## src/rtl/channel_readout_packer_if.sv

```systemverilog
// Output word stream of the channel readout packer: FWFT FIFO head with valid/ready.
interface channel_readout_packer_if;
    logic [15:0] out_data;
    logic        out_valid;
    logic        out_ready;

    // Packer side drives data/valid, consumer drives ready.
    modport master (
        output out_data,
        output out_valid,
        input  out_ready
    );

    // Consumer (SPI/host) side.
    modport slave (
        input  out_data,
        input  out_valid,
        output out_ready
    );
endinterface

```

## src/rtl/channel_readout_packer.sv

```systemverilog
// Channel readout packer: frames a channel readout as header, densely packed
// 12-bit samples (4 samples -> 3 words), trailer and XOR checksum, and buffers
// the words in a first-word-fall-through FIFO toward the host interface.
module channel_readout_packer #(
    parameter int unsigned SIZE       = 12,
    parameter int unsigned FIFO_DEPTH = 16
) (
    input  logic                   clk,
    input  logic                   RESET_n,
    input  logic                   start,
    input  logic [3:0]             ch_id,
    input  logic [SIZE-1:0]        how_many,
    input  logic [11:0]            sample_in,
    input  logic                   sample_valid,
    input  logic                   ro_done_n,
    channel_readout_packer_if.master out_if,
    output logic                   busy,
    output logic                   overflow,
    output logic                   frame_done
);

    localparam int unsigned AW = $clog2(FIFO_DEPTH);
    localparam int unsigned CW = AW + 1;

    typedef enum logic [2:0] {
        S_IDLE  = 3'd0,
        S_HDR1  = 3'd1,
        S_DATA  = 3'd2,
        S_FLUSH = 3'd3,
        S_TRAIL = 3'd4,
        S_CKSUM = 3'd5
    } state_t;

    state_t          r_state;
    state_t          w_next_state;

    logic [SIZE-1:0] r_cnt;
    logic [SIZE-1:0] r_acc_cnt;
    logic [1:0]      r_phase;
    logic [11:0]     r_hold;
    logic            r_trunc;
    logic            r_overflow;
    logic [15:0]     r_cksum;

    logic [15:0]     r_mem [FIFO_DEPTH];
    logic [AW-1:0]   r_wr_ptr;
    logic [AW-1:0]   r_rd_ptr;
    logic [CW-1:0]   r_count;

    logic            w_start;
    logic            w_accept;
    logic            w_set_trunc;
    logic            w_final;
    logic            w_push;
    logic [15:0]     w_push_data;
    logic [15:0]     w_pack_word;
    logic [15:0]     w_flush_word;
    logic            w_out_valid;
    logic            w_pop;
    logic            w_full;
    logic            w_wr_en;
    logic            w_drop;

    // The sample being accepted now is the last one the channel announced.
    assign w_final = (r_acc_cnt + SIZE'(1)) == r_cnt;

    // Packer word for the current phase, and left-aligned residual for FLUSH.
    always_comb begin
        w_pack_word  = 16'h0000;
        w_flush_word = 16'h0000;
        case (r_phase)
            2'd1: begin
                w_pack_word  = {r_hold, sample_in[11:8]};
                w_flush_word = {r_hold, 4'h0};
            end
            2'd2: begin
                w_pack_word  = {r_hold[7:0], sample_in[11:4]};
                w_flush_word = {r_hold[7:0], 8'h00};
            end
            2'd3: begin
                w_pack_word  = {r_hold[3:0], sample_in};
                w_flush_word = {r_hold[3:0], 12'h000};
            end
            default: ;
        endcase
    end

    // Frame sequencing: next state, FIFO push request and sample acceptance.
    always_comb begin
        w_next_state = r_state;
        w_start      = 1'b0;
        w_accept     = 1'b0;
        w_set_trunc  = 1'b0;
        w_push       = 1'b0;
        w_push_data  = 16'h0000;
        case (r_state)
            S_IDLE: begin
                if (start) begin
                    w_start      = 1'b1;
                    w_push       = 1'b1;
                    w_push_data  = {8'hA5, 4'h0, ch_id};
                    w_next_state = S_HDR1;
                end
            end
            S_HDR1: begin
                w_push      = 1'b1;
                w_push_data = {4'h0, 12'(r_cnt)};
                if (r_cnt == '0) begin
                    w_next_state = S_TRAIL;
                end else begin
                    // Phase is 0 here, so an accepted sample is only held.
                    w_accept = sample_valid;
                    if (sample_valid && w_final) begin
                        w_next_state = S_FLUSH;
                    end else if (!ro_done_n) begin
                        w_set_trunc  = 1'b1;
                        w_next_state = S_FLUSH;
                    end else begin
                        w_next_state = S_DATA;
                    end
                end
            end
            S_DATA: begin
                w_accept = sample_valid;
                if (sample_valid && (r_phase != 2'd0)) begin
                    w_push      = 1'b1;
                    w_push_data = w_pack_word;
                end
                if (sample_valid && w_final) begin
                    w_next_state = S_FLUSH;
                end else if (!ro_done_n) begin
                    w_set_trunc  = 1'b1;
                    w_next_state = S_FLUSH;
                end
            end
            S_FLUSH: begin
                if (r_phase != 2'd0) begin
                    w_push      = 1'b1;
                    w_push_data = w_flush_word;
                end
                w_next_state = S_TRAIL;
            end
            S_TRAIL: begin
                w_push       = 1'b1;
                w_push_data  = {8'h5A, 6'b000000, r_trunc, r_overflow};
                w_next_state = S_CKSUM;
            end
            S_CKSUM: begin
                w_push       = 1'b1;
                w_push_data  = r_cksum;
                w_next_state = S_IDLE;
            end
            default: w_next_state = S_IDLE;
        endcase
    end

    // State register.
    always_ff @(posedge clk or negedge RESET_n) begin
        if (!RESET_n) begin
            r_state <= S_IDLE;
        end else begin
            r_state <= w_next_state;
        end
    end

    // Frame context: sample count, packer accumulator, truncation flag.
    always_ff @(posedge clk or negedge RESET_n) begin
        if (!RESET_n) begin
            r_cnt     <= '0;
            r_acc_cnt <= '0;
            r_phase   <= 2'd0;
            r_hold    <= 12'h000;
            r_trunc   <= 1'b0;
        end else begin
            if (w_start) begin
                r_cnt     <= how_many;
                r_acc_cnt <= '0;
                r_phase   <= 2'd0;
                r_trunc   <= 1'b0;
            end
            if (w_set_trunc) begin
                r_trunc <= 1'b1;
            end
            if (w_accept) begin
                r_acc_cnt <= r_acc_cnt + SIZE'(1);
                r_phase   <= r_phase + 2'd1;
                r_hold    <= sample_in;
            end
        end
    end

    // Checksum covers every word offered to the FIFO, dropped or not.
    always_ff @(posedge clk or negedge RESET_n) begin
        if (!RESET_n) begin
            r_cksum <= 16'h0000;
        end else if (w_start) begin
            r_cksum <= w_push_data;
        end else if (w_push) begin
            r_cksum <= r_cksum ^ w_push_data;
        end
    end

    assign w_out_valid = (r_count != '0);
    assign w_pop       = w_out_valid && out_if.out_ready;
    assign w_full      = (r_count == CW'(FIFO_DEPTH));
    assign w_wr_en     = w_push && (!w_full || w_pop);
    assign w_drop      = w_push && w_full && !w_pop;

    // Sticky drop flag; a drop of header word 0 still counts for the new frame.
    always_ff @(posedge clk or negedge RESET_n) begin
        if (!RESET_n) begin
            r_overflow <= 1'b0;
        end else if (w_drop) begin
            r_overflow <= 1'b1;
        end else if (w_start) begin
            r_overflow <= 1'b0;
        end
    end

    // FIFO storage; contents are only visible through the gated head word.
    always_ff @(posedge clk) begin
        if (w_wr_en) begin
            r_mem[r_wr_ptr] <= w_push_data;
        end
    end

    // FIFO pointers and occupancy.
    always_ff @(posedge clk or negedge RESET_n) begin
        if (!RESET_n) begin
            r_wr_ptr <= '0;
            r_rd_ptr <= '0;
            r_count  <= '0;
        end else begin
            if (w_wr_en) begin
                r_wr_ptr <= r_wr_ptr + AW'(1);
            end
            if (w_pop) begin
                r_rd_ptr <= r_rd_ptr + AW'(1);
            end
            case ({w_wr_en, w_pop})
                2'b10:   r_count <= r_count + CW'(1);
                2'b01:   r_count <= r_count - CW'(1);
                default: ;
            endcase
        end
    end

    assign out_if.out_valid = w_out_valid;
    assign out_if.out_data  = w_out_valid ? r_mem[r_rd_ptr] : 16'h0000;
    assign busy             = (r_state != S_IDLE);
    assign overflow         = r_overflow;
    assign frame_done       = (r_state == S_CKSUM);

endmodule

```

## src/flat_wrapper.sv

```systemverilog
// flat-port wrapper written by rule: the top's interface ports become plain ports
module channel_readout_packer_flat 
#(
    parameter int unsigned SIZE       = 12,
    parameter int unsigned FIFO_DEPTH = 16
)
  (clk, RESET_n, start, ch_id, how_many, sample_in, sample_valid, ro_done_n, busy, overflow, frame_done, out_if_out_data, out_if_out_valid, out_if_out_ready);
  channel_readout_packer_if out_if_i ();
  input  logic clk;
  input  logic RESET_n;
  input  logic start;
  input  logic [3:0] ch_id;
  input  logic [SIZE-1:0] how_many;
  input  logic [11:0] sample_in;
  input  logic sample_valid;
  input  logic ro_done_n;
  output logic busy;
  output logic overflow;
  output logic frame_done;
  output wire logic [$bits(out_if_i.out_data)-1:0] out_if_out_data;
  output wire logic [$bits(out_if_i.out_valid)-1:0] out_if_out_valid;
  input wire logic [$bits(out_if_i.out_ready)-1:0] out_if_out_ready;
  assign out_if_out_data = out_if_i.out_data;
  assign out_if_out_valid = out_if_i.out_valid;
  assign out_if_i.out_ready = out_if_out_ready;
  channel_readout_packer #(.SIZE(SIZE), .FIFO_DEPTH(FIFO_DEPTH)) u_core (.clk(clk), .RESET_n(RESET_n), .start(start), .ch_id(ch_id), .how_many(how_many), .sample_in(sample_in), .sample_valid(sample_valid), .ro_done_n(ro_done_n), .out_if(out_if_i), .busy(busy), .overflow(overflow), .frame_done(frame_done));
endmodule
```

## config.mk

```make
export PLATFORM = sky130hd
export DESIGN_NAME = channel_readout_packer_flat
export DESIGN_NICKNAME = d
export VERILOG_FILES = /design/src/rtl/channel_readout_packer_if.sv /design/src/rtl/channel_readout_packer.sv /design/src/flat_wrapper.sv
export SDC_FILE = /design/constraint.sdc
export NUM_CORES = 1
export LEC_CHECK = 0
export BUFFER_PORTS_ARGS = -buffer_cell sky130_fd_sc_hd__buf_2
export CORE_MARGIN = 2
export CORE_UTILIZATION = 55
export DETAILED_ROUTE_END_ITERATION = 12
export PLACE_DENSITY = 0.71
export SLEW_MARGIN = 40
export SYNTH_ARGS = -nofsm -noshare
export SYNTH_HDL_FRONTEND = slang
export SYNTH_SLANG_ARGS = --single-unit
```

## constraint.sdc

```tcl
create_clock -name clk -period 3 [get_ports clk]
set_input_delay 0.6 -clock clk [delete_from_list [all_inputs] [get_ports clk]]
set_output_delay 0.6 -clock clk [all_outputs]
set_load 0.05 [all_outputs]
```

Word level (Yosys, flattened, before mapping)
Memory sizes are Yosys's and may differ from the RTL's.
Index checks and enable logic that the tools add are counted.
{"block": "totals", "romBits": 0, "mem_count": 1, "reg_bits": 72, "out_inout_bits": 20, "wordCells": 91, "ramBits": 256, "latch_bits": 0}
{"memory": "u_core.r_mem", "words": 16, "word_bits": 16, "read_ports": 1, "rd_clocked_by_memory_dff": 0, "wr": 1, "line": "channel_readout_packer.sv:45", "text": "logic [15:0] r_mem [FIFO_DEPTH];"}
{"block": "classes", "div": 0, "n_mul": 0, "addsub": 6, "n_eq_ne": 14, "muxes": 37, "order_cmp": 0, "reduce_logical": 21, "bitwise": 1, "n_shift": 0}
{"operator": "$mux W16", "count": 6}
{"operator": "$pmux W16 S3", "count": 2}
{"operator": "$pmux W16 S6", "count": 1}
{"operator": "$mux W12", "count": 2}
{"operator": "$xor A16 B16 Y16", "count": 1}
{"operator": "$mux W3", "count": 5}
{"operator": "$pmux W3 S5", "count": 1}
{"operator": "$mux W1", "count": 14}
{"operator": "$add A12 B1 Y12 const B", "count": 1}
{"operator": "$eq A12 B12 Y1", "count": 1}
{"operator": "$logic_not A12 Y1", "count": 1}
{"operator": "$reduce_bool A2 Y1", "count": 6}
{"operator": "$pmux W5 S2", "count": 1}
{"operator": "$add A4 B1 Y4 const B", "count": 2}
{"operator": "$eq A2 B2 Y1 const B", "count": 3}
{"operator": "$eq A3 B2 Y1 const B", "count": 2}
{"operator": "$eq A3 B3 Y1 const B", "count": 2}
{"operator": "$logic_and A1 B1 Y1", "count": 6}
{"operator": "$add A5 B1 Y5 const B", "count": 1}
{"operator": "$eq A5 B5 Y1 const B", "count": 1}
{"operator": "$reduce_bool A5 Y1", "count": 1}
{"operator": "$sub A5 B1 Y5 const B", "count": 1}
{"operator": "$eq A2 B1 Y1 const B", "count": 2}
{"operator": "$mux W2", "count": 2}
{"operator": "other kinds (12)", "count": 14}

Logic depth before layout (Yosys ltp)
Gate-level depths: netlist of the first run.
{"block": "depth", "depth_word": 7, "ltp_mapped": 13, "depth_no_buf": 12}

Least setup slack after synthesis of the first run
No wires, ideal clock.
{"block": "synth_timing", "path_type": "reg2reg", "start": "reg u_core.r_phase[0]", "end": "mem u_core.r_mem[0][0], enable pin", "period_less_slack_ns": 3.156, "setup_ns": 0.430, "arrival_ns": 2.726, "n_path_buf": 0, "stages_incl_launch_ff": 6, "required_ns": 2.570, "slack_ns": -0.156, "path_cell_list": "dfrtp_1 > inv_1 > ha_1 > o21ai_0 > nand3_1 > nor4_1"}
{"block": "synth_between", "elab_chain_len": 7}
{"element": "from (decl)", "line": "channel_readout_packer.sv:39", "text": "logic [1:0] r_phase;"}
{"element": "from (signal assigned)", "line": "channel_readout_packer.sv:186", "text": "r_phase <= r_phase + 2'd1;"}
{"element": "$reduce_bool A2 Y1 (*)", "line": "channel_readout_packer.sv:125, channel_readout_packer.sv:137"}
{"element": "$logic_and A1 B1 Y1", "line": "channel_readout_packer.sv:125", "text": "if (sample_valid && (r_phase != 2'd0)) begin"}
{"element": "$mux W1", "line": "channel_readout_packer.sv:125"}
{"element": "$pmux W1 S4 (*)", "line": "channel_readout_packer.sv:96", "text": "case (r_state)"}
{"element": "$logic_and A1 B1 Y1 (*)", "line": "channel_readout_packer.sv:206", "text": "assign w_wr_en = w_push && (!w_full || w_pop);"}
{"element": "$mux W1 (*)", "line": "channel_readout_packer.sv:222", "text": "if (w_wr_en) begin"}
{"element": "$mux W1 (implied by the code) (*)", "line": "channel_readout_packer.sv:223", "text": "r_mem[r_wr_ptr] <= w_push_data;"}
{"element": "to (decl)", "line": "channel_readout_packer.sv:45"}
Every way passes the cells marked *; elsewhere a longest branch is shown, timed or not.

Worst setup path in the final report of the first run
{"block": "layout_timing", "start": "reg u_core.r_rd_ptr[0]", "end": "out out_if_out_data[0]"}
{"block": "layout_between", "elab_chain_len": 2}
{"element": "from (decl)", "line": "channel_readout_packer.sv:47", "text": "logic [AW-1:0] r_rd_ptr;"}
{"element": "from (signal assigned)", "line": "channel_readout_packer.sv:238", "text": "r_rd_ptr <= r_rd_ptr + AW'(1);"}
{"element": "$mem_v2 Z16 W16"}
{"element": "$mux W16", "line": "channel_readout_packer.sv:249", "text": "assign out_if.out_data = w_out_valid ? r_mem[r_rd_ptr] : 16'h0000;"}
{"element": "to (decl)", "line": "flat_wrapper.sv:20", "text": "output wire logic [$bits(out_if_i.out_data)-1:0] out_if_out_data;"}
No other way between the ends.

==> impl_metrics.ini, run 1 <==
[global_route]
first_global_vias = 8005
grt_overflow = 0
grt_pass1_wl_mm = 48.64
antenna_found_initial = 0
grt_use_total = 0.2467
grt_max_degree = 68

[timing]
clock_skew_ps = 19.59
slew-limit-headroom = 0.5255
setup_viol = 16
worst_slack_ps = -216.2
fmax_mhz = 310.9
rsz0062_at_grt = true
finalHoldViolCount = 0
maxSlewViolCount = 0
fin_crit_ps = 3216
finalCritPeriodShare = 1.072
fin_setup_tns_ps = -2739
tightest_slew_ps = 710.0

[status]
status = complete, but fails checks
violations = setup timing

[die]
die_h_um = 164.1
fp-row-count = 58
die_x_um = 164.1
die-area_um2 = 26930
pin_count = 54
initial_core_util = 0.5599
core_area_um2 = 25180

[logic_synthesis]
yosys_warnings = 0
synthAdderAreaFrac = 0.01296
syn_avg_cell_area_um2 = 16.79
synth_xor_area_frac = 0.02423
ys_ff_latch = 328
synth-main-ff-cell = edfxtp_1
synth-edff-count = 256
yosysSeqAreaShare = 0.6730
netlist_area_um2 = 14100
muxShareOfSynthArea = 0.1485
synth-compound-area-share = 0.05005
syn_inst = 840
synth_simple_gate_area_frac = 0.06513
ys_async_sr_fraction = 0.2195
syn_nets = 888
synth_top_family_by_area = multiplexers
synth.distinct_cells = 63

[worst_setup_path]
cp_max_fo = 11
critPathCaptureType = output pin
reg2reg_depth = 4
regToRegSetupSlack_ps = 250
r2r_end = u_core.r_mem[3][5]
critPathKind = reg -> out
critPathArrivalTime_ps = 2620
critPathRequiredTime_ps = 2400
cp-start-kind = flop
r2r_start = u_core.r_state[1]

[power]
p_leak_nw = 5.879
power_density_nw_per_um2 = 1191
combPwrFrac = 0.420
clock_power_share = 0.212
switchingPower_mw = 6.870
switching_share = 0.3535
p_int_mw = 12.57
peakVddDrop_mv = 1.063
p_seq_frac = 0.368

[cells_and_area]
finalInstanceArea_um2 = 16320
drive_gt1_frac = 0.2802
area_delta_synth_final_pct = 15.72
insertedDiodeCount = 0
n_fill_cell = 1723
nNetsFinal = 983

[routing]
routedWlPerCell_um = 24.68
dr.pass1.iters = 8
routed_wirelength_mm = 31.84
viasPerCell = 6.170
vias = 7959
final_antenna_net_count = 0
drt_iter0_markers = 912
drcViolationCount = 0

[place]
numPortBuffers = 53
post-dp-hpwl_mm = 17.89
placed_area_um2 = 14990
place.gp.congestion = 0.9016

[clock_tree]
clockBufferDepth = 3
ctsHoldBuffers = 0
cts-root-buf = clkbuf_16
cts_tree = done
cts_htree_levels = 2
numCtsBuffers = 34
cts.clk_slew.worst_paths_ps = 70
clock_sinks = 328
clk_latency_ps = 520

[run]
max-cap-violations = 0

[hold_path]
hold_path_class = in -> async
## area by class of cell
type	instances	area (um2)	share of cell area
Timing Repair Buffer	107	959.7	0.05882
Clock inverter	15	170.2	0.01043
Clock buffer	46	917.1	0.05621
Sequential cell	328	9494	0.5819
Tap cell	330	412.9	0.02531
Inverter	22	82.58	0.005061
Multi-Input combinational cell	442	4279	0.2623
## per-layer routing
layer / wire length, um / global-route usage
met5: 0 / 0
met4: 680 / 0.06100
met3: 2484 / 0.03813
met2: 15940 / 0.4116
met1: 12740 / 0.3458
## state kept, by name, summed over array words and instances, names as in the netlist
register and count:
u_core.r_mem 256, u_core.r_cksum 16, u_core.r_acc_cnt 12, u_core.r_cnt 12, u_core.r_hold 12, u_core.r_count 5
u_core.r_rd_ptr 4, u_core.r_wr_ptr 4, u_core.r_state 3, u_core.r_phase 2, u_core.overflow 1, u_core.r_trunc 1
## what timing repair did
action                     CTS  global route
gates cloned                 2             1
gates resized for setup     57             7
buffers inserted             7             1
setup endpoints to repair   16            16
## worst max-delay path by stage
stage | start | to | slack (ps)
6_report | u_core.r_rd_ptr[0] | out_if_out_data[0] | -220
5_1_grt | u_core.r_rd_ptr[0] | out_if_out_data[0] | -290
4_1_cts | u_core.r_rd_ptr[0] | out_if_out_data[12] | -270
3_5_place_dp | u_core.r_rd_ptr[0] | out_if_out_data[8] | 200
3_3_place_gp | u_core.r_rd_ptr[0] | out_if_out_data[10] | 230
2_1_floorplan | u_core.r_phase[0] | u_core.r_mem[0][0] | -160
## power groups by stage
stage / Clock, mW / Combinational [mW] / Sequential [mW]
finish: 4.12 / 8.16 / 7.16
global route: 4.37 / 8.77 / 7.24
CTS: 4.18 / 8.19 / 7.14
detailed placement: 0 / 7.26 / 7.23
global placement: 0 / 7.11 / 7.20
floorplan: 0 / 5.46 / 6.92
## stage by stage
stage | std cells | worst slack [ps] | power, mW | utilization | hold slack [ps]
CTS | 1290 | -268.4 | 19.50 | 0.6487 | 118.4
detailed placement | 1221 | 204.0 | 14.49 | 0.5954 | 463.9
global route | 1290 | -286.8 | 20.39 | 0.6479 | 142.7
finish | 1290 | -216.2 | 19.44 | 0.6479 | 105.3
global placement | 1221 | 226.5 | 14.31 | 0.5953 | 462.7
floorplan | 840 | -156.1 | 12.39 | - | 304.4
## layout by cell type, fill, tap and decap left out, drive strengths merged, types with 23 or more instances in the layout
master / instances
and2: 28
buf: 106
clkbuf: 47
dfrtp: 72
edfxtp: 256
mux4: 80
nand2: 76
nor2: 23
o21ai: 32
xnor2: 33
## cell families after synthesis
kind of cell | Yosys count
AO/OA/AOI/OAI | 103
multiplexers | 102
XOR/XNOR | 39
AND/OR/NAND/NOR | 184
flip-flops | 328
buffers and inverters | 70
adder cells (fa/ha/maj) | 14
## cell usage after synthesis, types with 4 or more instances
| cell | n | share of area |
|---|---|---|
| o21ai_1 | 16 | 0.0057 |
| ha_1 | 13 | 0.012 |
| edfxtp_1 | 256 | 0.55 |
| nand3_1 | 9 | 0.0032 |
| nand4_1 | 4 | 0.0018 |
| a21oi_1 | 18 | 0.0064 |
| and3_1 | 5 | 0.0022 |
| inv_1 | 21 | 0.0056 |
| buf_4 | 4 | 0.0021 |
| nor2b_1 | 5 | 0.0022 |
| a22oi_1 | 7 | 0.0037 |
| nand2b_1 | 6 | 0.0027 |
| nor2_1 | 23 | 0.0061 |
| xor2_1 | 6 | 0.0037 |
| nand2_1 | 75 | 0.020 |
| and2_1 | 28 | 0.012 |
| nor3_1 | 5 | 0.0018 |
| nor4_1 | 9 | 0.0040 |
| o31ai_1 | 8 | 0.0043 |
| buf_2 | 16 | 0.0057 |
| mux2_2 | 8 | 0.0064 |
| mux4_1 | 13 | 0.024 |
| clkbuf_1 | 18 | 0.0048 |
| a222oi_1 | 13 | 0.0092 |
| mux4_2 | 67 | 0.11 |
| xnor2_1 | 33 | 0.020 |
| mux2_1 | 10 | 0.0080 |
| dfrtp_1 | 72 | 0.13 |
| buf_1 | 4 | 0.0011 |
| a21o_1 | 4 | 0.0021 |
| o21ai_0 | 15 | 0.0053 |
| mux2i_1 | 4 | 0.0028 |
## critical path: stages (launching register included)
cell and delay [ps]:
dfrtp_4 440, buf_12 160, buf_12 160, mux4_2 520
mux4_2 490, and2_4 180, buf_6 150
No activity file was read; power rests on OpenSTA's default activity.
==> run 2: changes to the inputs <==
==> constraint.sdc (replaced) <==
create_clock -name clk -period 3 [get_ports clk]
set_input_delay 0.3 -clock clk [delete_from_list [all_inputs] [get_ports clk]]
set_output_delay 0.3 -clock clk [all_outputs]
set_load 0.05 [all_outputs]
==> run 2 against run 1 <==
The run now ends clean. Highest routed layer unchanged. Worst hold slack got worse by 52 ps. Clock-buffer cell count down 1. Largest cell class unchanged. Clock power is 1% higher. Sequential cell count unchanged. Worst setup slack improved by 250 ps. Clock skew fell by 2.6 ps. Total power is 3.0% lower. Critical path depth did not move. Critical path type unchanged.
==> impl_metrics.ini, run 2 (synthesis gave the netlist of run 1 again) <==
[cells_and_area]
reg_top3 = u_core.r_mem: 256 flops, u_core.r_cksum: 16 flops
finish.utilization = 0.6488
drive_gt1_frac = 0.2577
area_delta_synth_final_pct = 15.87
largest_register = u_core.r_mem
insertedDiodeCount = 0
layout.cells.non_filler = 1304
layout_commonest_cell = edfxtp_1
finalInstanceArea_um2 = 16340
layout_common_cells = edfxtp_1, nand2_1, dfrtp_1, mux4_2, buf_4
largest_reg_flops = 256
nNetsFinal = 996

[power]
p_int_mw = 12.14
p_leak_nw = 5.912
peakVddDrop_mv = 0.7794
power_density_nw_per_um2 = 1154
combPwrFrac = 0.395
clock_power_share = 0.222
switching_share = 0.3556
p_seq_frac = 0.384
switchingPower_mw = 6.702

[run]
max-cap-violations = 0

[clock_tree]
cts.clk_slew.worst_paths_ps = 60
cts_htree_levels = 2
clock_sinks = 328
cts_tree = done
numCtsBuffers = 35
clockBufferDepth = 3
cts-root-buf = clkbuf_16
clk_latency_ps = 520

[timing]
finalHoldViolCount = 0
slew-limit-headroom = 0.5130
maxSlewViolCount = 0
tightest_slew_ps = 727.9
rsz0062_at_grt = true
fin_crit_ps = 2967
clock_skew_ps = 17.01
finalCritPeriodShare = 0.9889
setup_viol = 0
fmax_mhz = 337.1

[worst_setup_path]
path_cells = buf_4 -> buf_4 -> mux4_1 -> mux4_2 -> and2_1 -> buf_2
cp_max_fo = 8
critPathArrivalTime_ps = 2670
regToRegSetupSlack_ps = 340
crit_family = multiplexers
cp-start-kind = flop
reg2reg_depth = 12
critPathCaptureType = output pin
r2r_start = u_core.r_phase[0]
cp_num_buf_inv = 3
critPathRequiredTime_ps = 2700
critPathKind = reg -> out
cp_slowest_stage_delay_ps = 580
critical-path-slowest-cell = mux4_1
critPathMostFrequentCell = buf_4
r2r_end = u_core.r_count[4]

[die]
die_x_um = 164.1
initial_core_util = 0.5599
die_h_um = 164.1
die-area_um2 = 26930
pin_count = 54
core_area_um2 = 25180
fp-row-count = 58

[global_route]
first_global_vias = 8122
grt_use_total = 0.2411
grt_pass1_wl_mm = 47.71
antenna_found_initial = 0
grt_max_degree = 73
grt_overflow = 0

[routing]
vias = 7923
dr.pass1.iters = 5
final_antenna_net_count = 0
drcViolationCount = 0
routed_wirelength_mm = 31.19
routedWlPerCell_um = 23.92
drt_iter0_markers = 813
viasPerCell = 6.076

[status]
status = complete, no violations

[hold_path]
hold_path.startpoint = sample_in[3]
hold_path_end = u_core.r_hold[3]
hold_path_class = in -> reg
worstHoldPathCells = 2

[place]
post-dp-hpwl_mm = 18.46
placed_cells = 1220
place.gp.congestion = 0.8874
placed_area_um2 = 14930
numPortBuffers = 53
==> run 2: cell types whose count changed in the layout (fill, tap and decap cells not counted), sizes merged <==
cell | before | now
dlygate4sd3 | 0 | 13
inv | 22 | 24
clkinv | 10 | 11
buf | 106 | 104
==> run 2: power groups by stage <==
stage          Sequential [mW]  Combinational [mW]  Clock, mW
3_5_place_dp              7.37                7.03          0
5_1_grt                   7.32                8.05       4.43
6_report                  7.23                7.44       4.18
3_3_place_gp              7.35                6.86          0
2_1_floorplan             6.92                5.46          0
4_1_cts                   7.21                7.37       4.25
==> run 2: stage by stage <==
stage / worst slack [ps] / TNS (ps) / hold slack (ps) / power, mW
4_1_cts: -0.4587 / -0.4587 / 36.38 / 18.83
2_1_floorplan: -156.1 / -9991 / 4.409 / 12.39
3_3_place_gp: 240.3 / 0 / 467.9 / 14.21
5_1_grt: -24.00 / -92.07 / 45.61 / 19.80
3_5_place_dp: 206.9 / 0 / 367.4 / 14.41
6_report: 33.19 / 0 / 52.89 / 18.85
==> run 2: what timing repair did <==
item	CTS	global route
endpoints found under the hold margin	84	0
setup buffers	6	0
resized for setup	7	9
hold buffers	13	0
cloned	0	2
pin swaps	0	0
endpoints found under the setup margin	16	15
==> run 2: layout make-up <==
cell class,instances,area [um2]
Multi-Input combinational cell,442,4273
Clock buffer,45,934.6
Inverter,22,82.58
Clock inverter,18,183.9
Sequential cell,328,9497
Timing Repair Buffer,119,953.4
Fill cell,1684,8845
Tap cell,330,412.9
==> run 2: how the worst max path moves through the flow <==
stage	startpoint	depth (start not counted)	to	slack, ps
2_1_floorplan	u_core.r_phase[0]	5	u_core.r_mem[0][0]	-160
3_3_place_gp	u_core.r_rd_ptr[0]	5	out_if_out_data[2]	240
3_5_place_dp	u_core.r_rd_ptr[0]	5	out_if_out_data[2]	210
4_1_cts	u_core.r_rd_ptr[0]	6	out_if_out_data[13]	-0.5
5_1_grt	u_core.r_rd_ptr[0]	6	out_if_out_data[11]	-20
6_report	u_core.r_rd_ptr[0]	6	out_if_out_data[14]	30
==> run 2: routing by layer <==
metal	vias to the layer above	routed length [um]	track usage
met5	-	0	0
met4	0	598	0.05861
met3	55	2019	0.04141
met2	312	15600	0.4049
met1	4030	12980	0.3332
li1	3526	-	-
